`config.mk`:
```
export PLATFORM = sky130hd
export DESIGN_NAME = disp_enc
export DESIGN_NICKNAME = d
export VERILOG_FILES = /design/src/rtl/disp_enc.sv
export SDC_FILE = /design/constraint.sdc
export NUM_CORES = 1
export LEC_CHECK = 0
export ABC_AREA = 1
export CORE_ASPECT_RATIO = 0.9
export CORE_MARGIN = 2
export CORE_UTILIZATION = 43
export DETAILED_ROUTE_END_ITERATION = 6
export PLACE_DENSITY = 0.6
export SLEW_MARGIN = 15
export SYNTH_ARGS = -nofsm -noshare
export SYNTH_HDL_FRONTEND = slang
export SYNTH_SLANG_ARGS = --single-unit
```
`constraint.sdc`:
```
create_clock -name clock -period 1.7 [get_ports clock]
set_input_delay 0.17 -clock clock [delete_from_list [all_inputs] [get_ports clock]]
set_output_delay 0.17 -clock clock [all_outputs]
set_load 0.01 [all_outputs]
```
`src/rtl/disp_enc.sv`:
```
// ---------------------------------------------------------------------------
// disp_enc
//   Converts a 16-bit binary value into four seven-segment patterns for the
//   4-digit display multiplexer. Decimal mode runs an iterative shift-add-3
//   (double-dabble) conversion. Hex mode runs the same shifter without the
//   add-3 correction, so the nibbles land in place and latency is identical.
//
//   Ports:
//     clock     in   1   system clock, rising edge
//     reset_n   in   1   asynchronous active-low reset
//     value     in  16   binary value, sampled at load
//     hex_mode  in   1   1 = hexadecimal, 0 = decimal, sampled at load
//     dp        in   4   per-digit decimal point (bit0 = digit a), sampled at load
//     load      in   1   start request, honoured only when idle
//     busy      out  1   conversion in progress
//     done      out  1   one-cycle pulse when a..d update
//     ovf       out  1   decimal value > 9999, held with the result
//     a..d      out  8   digit 0 (LS) .. digit 3 (MS) segment patterns
//                        (bit0..6 = segments a..g, bit7 = dp)
// ---------------------------------------------------------------------------
module disp_enc #(
    parameter bit BLANK_LZ       = 1'b1,
    parameter bit SEG_ACTIVE_LOW = 1'b0
) (
    input  logic        clock,
    input  logic        reset_n,
    input  logic [15:0] value,
    input  logic        hex_mode,
    input  logic [3:0]  dp,
    input  logic        load,
    output logic        busy,
    output logic        done,
    output logic        ovf,
    output logic [7:0]  a,
    output logic [7:0]  b,
    output logic [7:0]  c,
    output logic [7:0]  d
);

    localparam logic [7:0] SEG_INV = {8{SEG_ACTIVE_LOW}};

    typedef enum logic [1:0] {
        S_IDLE = 2'd0,
        S_CONV = 2'd1,
        S_ENC  = 2'd2
    } state_t;

    state_t      r_state;
    state_t      w_state_next;

    logic [4:0]  r_cnt;
    logic [15:0] r_shift;
    logic [19:0] r_bcd;
    logic [19:0] w_bcd_adj;
    logic        r_hex;
    logic [3:0]  r_dp;
    logic        r_done;
    logic        r_ovf;
    logic [7:0]  r_seg [4];
    logic [7:0]  w_seg [4];
    logic [3:1]  w_zero;
    logic [3:0]  w_blank;
    logic        w_ovf;

    function automatic logic [6:0] glyph(input logic [3:0] n);
        logic [6:0] g;
        case (n)
            4'h0: g = 7'h3F;
            4'h1: g = 7'h06;
            4'h2: g = 7'h5B;
            4'h3: g = 7'h4F;
            4'h4: g = 7'h66;
            4'h5: g = 7'h6D;
            4'h6: g = 7'h7D;
            4'h7: g = 7'h07;
            4'h8: g = 7'h7F;
            4'h9: g = 7'h6F;
            4'hA: g = 7'h77;
            4'hB: g = 7'h7C;
            4'hC: g = 7'h39;
            4'hD: g = 7'h5E;
            4'hE: g = 7'h79;
            4'hF: g = 7'h71;
            default: g = 7'h00;
        endcase
        return g;
    endfunction

    // -----------------------------------------------------------------------
    // FSM
    // -----------------------------------------------------------------------
    always_ff @(posedge clock or negedge reset_n) begin
        if (!reset_n) begin
            r_state <= S_IDLE;
        end else begin
            r_state <= w_state_next;
        end
    end

    always_comb begin
        w_state_next = r_state;
        case (r_state)
            S_IDLE:  if (load) w_state_next = S_CONV;
            // r_cnt == 15 means this edge performs the 16th iteration
            S_CONV:  if (r_cnt == 5'd15) w_state_next = S_ENC;
            S_ENC:   w_state_next = S_IDLE;
            default: w_state_next = S_IDLE;
        endcase
    end

    // -----------------------------------------------------------------------
    // Add-3 correction per BCD digit; bypassed in hex mode so the shifter
    // simply moves the raw value into r_bcd[15:0].
    // -----------------------------------------------------------------------
    genvar gi;
    generate
        for (gi = 0; gi < 5; gi++) begin : g_add3
            assign w_bcd_adj[4*gi +: 4] = (!r_hex && (r_bcd[4*gi +: 4] >= 4'd5))
                                        ? r_bcd[4*gi +: 4] + 4'd3
                                        : r_bcd[4*gi +: 4];
        end
    endgenerate

    // Digit 4 is nonzero only when the decimal value exceeds 9999.
    assign w_ovf = !r_hex && (r_bcd[19:16] != 4'd0);

    // -----------------------------------------------------------------------
    // Glyph selection with leading-zero blanking. A digit is blank when it and
    // every more-significant digit are zero; digit a is never blanked.
    // -----------------------------------------------------------------------
    generate
        for (gi = 0; gi < 4; gi++) begin : g_enc
            if (gi == 0) begin : g_lsd
                assign w_blank[gi] = 1'b0;
            end else begin : g_upper
                assign w_zero[gi]  = (r_bcd[4*gi +: 4] == 4'd0);
                assign w_blank[gi] = BLANK_LZ && (&w_zero[3:gi]);
            end
            assign w_seg[gi] = {r_dp[gi],
                                w_ovf        ? 7'h40 :
                                w_blank[gi]  ? 7'h00 :
                                glyph(r_bcd[4*gi +: 4])};
        end
    endgenerate

    // -----------------------------------------------------------------------
    // Datapath and output registers
    // -----------------------------------------------------------------------
    always_ff @(posedge clock or negedge reset_n) begin
        if (!reset_n) begin
            r_cnt   <= 5'd0;
            r_shift <= 16'd0;
            r_bcd   <= 20'd0;
            r_hex   <= 1'b0;
            r_dp    <= 4'd0;
            r_done  <= 1'b0;
            r_ovf   <= 1'b0;
            for (int k = 0; k < 4; k++) begin
                r_seg[k] <= SEG_INV;
            end
        end else begin
            r_done <= 1'b0;
            case (r_state)
                S_IDLE: begin
                    if (load) begin
                        r_shift <= value;
                        r_hex   <= hex_mode;
                        r_dp    <= dp;
                        r_bcd   <= 20'd0;
                        r_cnt   <= 5'd0;
                    end
                end
                S_CONV: begin
                    // {bcd, shift} <<= 1 after the correction step
                    r_bcd   <= {w_bcd_adj[18:0], r_shift[15]};
                    r_shift <= {r_shift[14:0], 1'b0};
                    r_cnt   <= r_cnt + 5'd1;
                end
                S_ENC: begin
                    r_done <= 1'b1;
                    r_ovf  <= w_ovf;
                    for (int k = 0; k < 4; k++) begin
                        r_seg[k] <= w_seg[k] ^ SEG_INV;
                    end
                end
                default: ;
            endcase
        end
    end

    assign busy = (r_state != S_IDLE);
    assign done = r_done;
    assign ovf  = r_ovf;
    assign a    = r_seg[0];
    assign b    = r_seg[1];
    assign c    = r_seg[2];
    assign d    = r_seg[3];

endmodule

```
**Word-level counts from Yosys, hierarchy flattened**

Memory sizes are Yosys's and may differ from the RTL's.
Index checks and enable logic that the tools add are counted.

- Register bits after elaboration: 82
- Latch bits: 0
- Memory bits (writable): 0
- Memory bits (read-only): 448
- Input port bits: 24
- Output and inout port bits: 35
- Logic and storage cells: 73
- Memories: 4

Memory list:

| name | words | bits a word | read ports | clocked after memory_dff | wr ports | RTL line | source |
|---|---|---|---|---|---|---|---|
| (no name shown) | 16 | 7 | 1 | 0 | 0 | 67 | `case (n)` |
| (no name shown) | 16 | 7 | 1 | 0 | 0 | 67 |  |
| (no name shown) | 16 | 7 | 1 | 0 | 0 | 67 |  |
| (no name shown) | 16 | 7 | 1 | 0 | 0 | 67 |  |

- $add $sub $neg: 6
- Multiply operators: 0
- Div/mod/pow operators: 0
- Magnitude comparators: 5
- Equal/unequal tests: 5
- Shift operators: 0
- Mux-type cells: 22
- Bitwise operators: 0
- Reductions and logical operators: 19

Operator list:

| cell | count |
|---|---|
| $mux W7 | 7 |
| $pmux W20 S2 | 1 |
| $pmux W16 S2 | 1 |
| $ge A4 B3 Y1 const B | 5 |
| $mux W20 | 1 |
| $add A4 B2 Y4 const B | 4 |
| $mux W16 | 1 |
| $mux W4 | 4 |
| $logic_not A4 Y1 | 3 |
| $pmux W5 S2 | 1 |
| $reduce_and A2 Y1 | 4 |
| $logic_and A1 B1 Y1 | 6 |
| $add A5 B1 Y5 const B | 1 |
| $eq A5 B4 Y1 const B | 1 |
| $mux W5 | 1 |
| $mux W2 | 2 |
| $ne A2 B2 Y1 const B | 2 |
| $pmux W2 S2 | 1 |
| $reduce_bool A2 Y1 | 2 |
| $reduce_bool A4 Y1 | 1 |
| $add A3 B2 Y3 const B | 1 |
| $mux W3 | 1 |
| $reduce_and A3 Y1 | 1 |
| $eq A2 B1 Y1 const B | 1 |
| 4 further kinds | 4 |

**Logic depth before layout (Yosys ltp)**

Gate-level depths: netlist of run 1.

- Word-level depth: 4
- Depth in mapped cells: 10
- Depth with buffers taken out: 10

**Least setup slack after synthesis of run 1**

No wires, ideal clock.

- Path type: reg-to-reg
- From: register r_bcd[12]
- To: register r_bcd[16]
- Arrival time: 1256 ps
- Setup slack: 327 ps
- Cell stages (with the launch flop): 9
- Path through: dfrtp_1 > inv_1 > ha_1 > nor2_2 > nor2_1 > nor2_1 > nand2_1 > nand3_1 > nand2_1

- Word-level cells in the longest chain between the ends: 4

RTL lines:

| element | RTL line | source |
|---|---|---|
| start: declaration | 53 | `logic [19:0] r_bcd;` |
| start signal: assignment | 175 | `r_bcd <= {w_bcd_adj[18:0], r_shift[15]};` |
| $ge A4 B3 Y1 | 118 | `assign w_bcd_adj[4*gi +: 4] = (!r_hex && (r_bcd[4*gi +: 4] >= 4'd5))` |
| $logic_and A1 B1 Y1 | 118 |  |
| $mux W4 (*) | 119 | `? r_bcd[4*gi +: 4] + 4'd3` |
| $pmux W20 S2 (*) | 163 | `case (r_state)` |

Mark *: on every way between the ends. The rest lies on a longest branch, timed or not.
A chain may end at the register's enable or synchronous reset.

**Worst setup path in the final report of run 1**

- From: register r_bcd[13]
- To: register r_bcd[16]

Same word-level chain as after synthesis.

==> results.md, run 1 <==
- Status: finished, final reports clean
- Diodes inserted: 0
- Site Rows: 36
- Synth unique cells: 32
- Most frequent cells in the layout: nand2_1 (189), dfrtp_1 (80), nand3_1 (57), clkdlybuf4s50_1 (57), inv_1 (40)
- Placer Congestion: 0.905
- Pwr per Cell Area: 1930 mW/mm^2
- R2R Setup Slk: 0.1 ns
- Initial Util: 43.7%
- Overflow after GRT: 0
- Syn Nets: 654
- Final Util: 55.0%
- Sequential fraction of the synthesis area: 43.8%
- Seq cells post-synth: 82
- Setup Viol. Count Final: 0
- CTS tree: yes
- Skew final: 0.00617 ns
- Worst Setup Start Kind: register
- Reg power frac: 30.9%
- Core Box Area: 0.0107 sq mm
- Per-cell routed wire length: 13.6 um
- Dominant cell type by area after synthesis: dfrtp_1
- H-tree depth: 3
- Layout cells sized above 1: 11.4%
- Clock Path Buffers: 2
- Slew @ Worst Pin: 0.592 ns
- Switching power: 4.74 mW
- Share of the synthesized area in the top cell type: 43.8%
- PnR worst setup slack: 0.0958 ns
- CTS sink count: 82
- Via count: 4087
- Yosys warning total: 0
- Final Cell Area: 0.00589 sq mm
- Clock slew at reported path FFs: 0.06 ns
- Commonest non-fill, non-tap cell in the layout: nand2_1
- Vias per cell: 5.05
- Largest net degree at the start of global routing: 42
- Switching part of the total: 41.7%
- Routed WL: 11000 um
- TritonCTS Buffers: 9
- Syn Inst Count: 598
- Cell Area, Placed: 0.00554 sq mm
- Critical R2R Launch: r_bcd[13]$_DFFE_PN0P_
- Combinational power share: 49.9%
- Worst Path Arrival: 1.83 ns
- Final cycle utilization of the critical path: 94.4%
- Fmax: 623 MHz
- Post-Synthesis Cell Area: 0.00469 sq mm
- Global-route usage over all layers: 20.1%
- Hold Crit Class: input port to asynchronous set/reset pin
- Clock Latency Late Sink: 0.34 ns
- IO Count: 59
- Vias in the first global route: 3870
- Initial antenna violation count: 0
- Total negative setup slack: 0 ns
- Area delta synth->final: 25.7%
- RSZ-0062 raised after global routing: no
- Global-route wire length before repair: 18600 um
- Avg Synthesized Cell Area: 7.84 sq um
- Lkg Pwr: 2.92 nW
- Postcts setup bufs: 0
- Pins Over Slew Limit: 0
- Nets: 727
- MaxCap Viol Count: 0
- Max-slew headroom: 60.6%
- Crit-path max FO: 6
- Fin. Hold Viols: 0
- Critical path endpoint category: register
- Peak VDD IR: 1.15 mV
- Die area: 0.0117 sq mm
- Die height: 103 um
- IO buf count: 58
- Critical Path RT: 1.92 ns
- DP Wirelength: 8020 um
- Fin cells: 809
- DRC viols: 0
- Final ANT Viol Nets: 0
- Place WS: 0.0459 ns
- Crit path from: r_bcd[13]$_DFFE_PN0P_
- Placed Cells: 792
- Die Wd: 114 um
- Internal: 6.61 mW
- Initial DRC count: 172
- Root buffer cell: clkbuf_16
- Area contributors post-synth: dfrtp_1 (44%), nand2_1 (15%), ha_1 (8.5%)
- Fillers: 1026
- Clock Power Share: 19.3%
- Minimum clock period: 1.60 ns
- WS Path Type: register to register
- Initial DRT Pass Iterations: 5
[state kept, by name, indices dropped and copies added (netlist names)]
name     flops
a            8
b            8
c            8
d            8
done         1
ovf          1
r_bcd       20
r_cnt        5
r_dp         4
r_hex        1
r_shift     16
r_state      2
[per-layer routing]
metal	vias to the layer above	wire length (um)	global-route usage, %
met2	91	5060	31.9
met4	0	142	6.38
met3	12	487	4.59
li1	2100	-	-
met1	1884	5350	27.7
met5	-	0	0
[per-stage QoR]
stage / hold WS [ns] / total power, mW
after global placement: 0.202 / 9.02
final: 0.367 / 11.4
after detailed placement: 0.219 / 9.15
after floorplan: -0.126 / 7.33
after global routing: 0.374 / 12.5
after CTS: 0.374 / 11.4
[cell type report]
class / instances / area [sq um] / area share, %
timing repair buffer: 87 / 848 / 14.4
tap: 133 / 166 / 2.82
clock buffer: 11 / 233 / 3.95
multi-input combinational: 438 / 2290 / 38.8
inverter: 53 / 201 / 3.42
sequential: 82 / 2050 / 34.9
clock inverter: 5 / 103 / 1.74
[final timing paths]
path / depth (start not counted) / to
hold reg to reg: 2 / a[7]$_DFFE_PN0P_
min in group clock: 3 / r_shift[0]$_DFFE_PN0P_
max in group asynchronous: 3 / r_state[1]$_DFFE_PN0P_
setup / recovery: 8 / r_bcd[16]$_DFFE_PN0P_
setup reg to reg: 8 / r_bcd[16]$_DFFE_PN0P_
hold / removal: 2 / d[0]$_DFFE_PN0P_
[cells by family (layout without fill, tap and decap cells)]
group           Yosys count  count (layout)  synth area share [%]
mux                       3               3                 0.721
fa+ha+maj                32              32                  8.54
flops                    82              82                  43.8
buf+inv                  78             156                  7.56
simple gates            302             302                  27.3
compound gates           99              99                  11.7
xor+xnor                  2               2                 0.374
[cells in the mapped netlist]
library cell,n
nand2_1,189
nand2_2,6
a21oi_1,28
nand3_2,2
nor2_2,3
clkbuf_2,1
dfrtp_1,82
o211ai_1,6
buf_1,1
a22o_1,1
xor2_1,2
o31ai_1,1
nor2_4,2
ha_1,32
nand2_4,1
or2_2,1
o21ai_0,35
nand4_1,1
nand3_4,1
nor2_1,39
inv_1,42
nand3_1,57
mux2_2,3
buf_2,12
clkinv_1,2
buf_4,8
buf_6,2
inv_2,9
o221ai_1,1
o21ai_1,6
clkbuf_1,1
o22ai_1,21
[repair_timing]
item                       4_1_cts  5_1_grt
hold endpoints to repair        38        0
hold buffers                     1        0
resized for setup                0        7
setup endpoints to repair        0       21
[power by group through the flow]
stage	Sequential (mW)	Clock (mW)	Combinational [mW]
finish	3.50	2.19	5.66
global route	3.63	2.34	6.49
CTS	3.49	2.25	5.67
detailed placement	3.51	0	5.64
global placement	3.49	0	5.53
floorplan	3.41	0	3.92
[critical path: stages, from the launching register on]
cell and delay [ns]:
dfrtp_2 0.43, inv_1 0.13, ha_1 0.24, nand2_1 0.12, nand2_1 0.08, o21ai_1 0.25, nand2_1 0.09, nand3_1 0.11
nand2_1 0.06
Note: power is estimated with default switching activity, not from simulation.
==> run 2, diff against run 1 <==
- CTS_CLUSTER_SIZE: default -> 20
==> results of run 2 <==
Final layout, timing and power as in run 1 (identical DEF).
==> run 3, diff against run 2 <==
- CAP_MARGIN: default -> 15
==> results of run 3 <==
Final layout, timing and power as in run 1 (identical DEF).
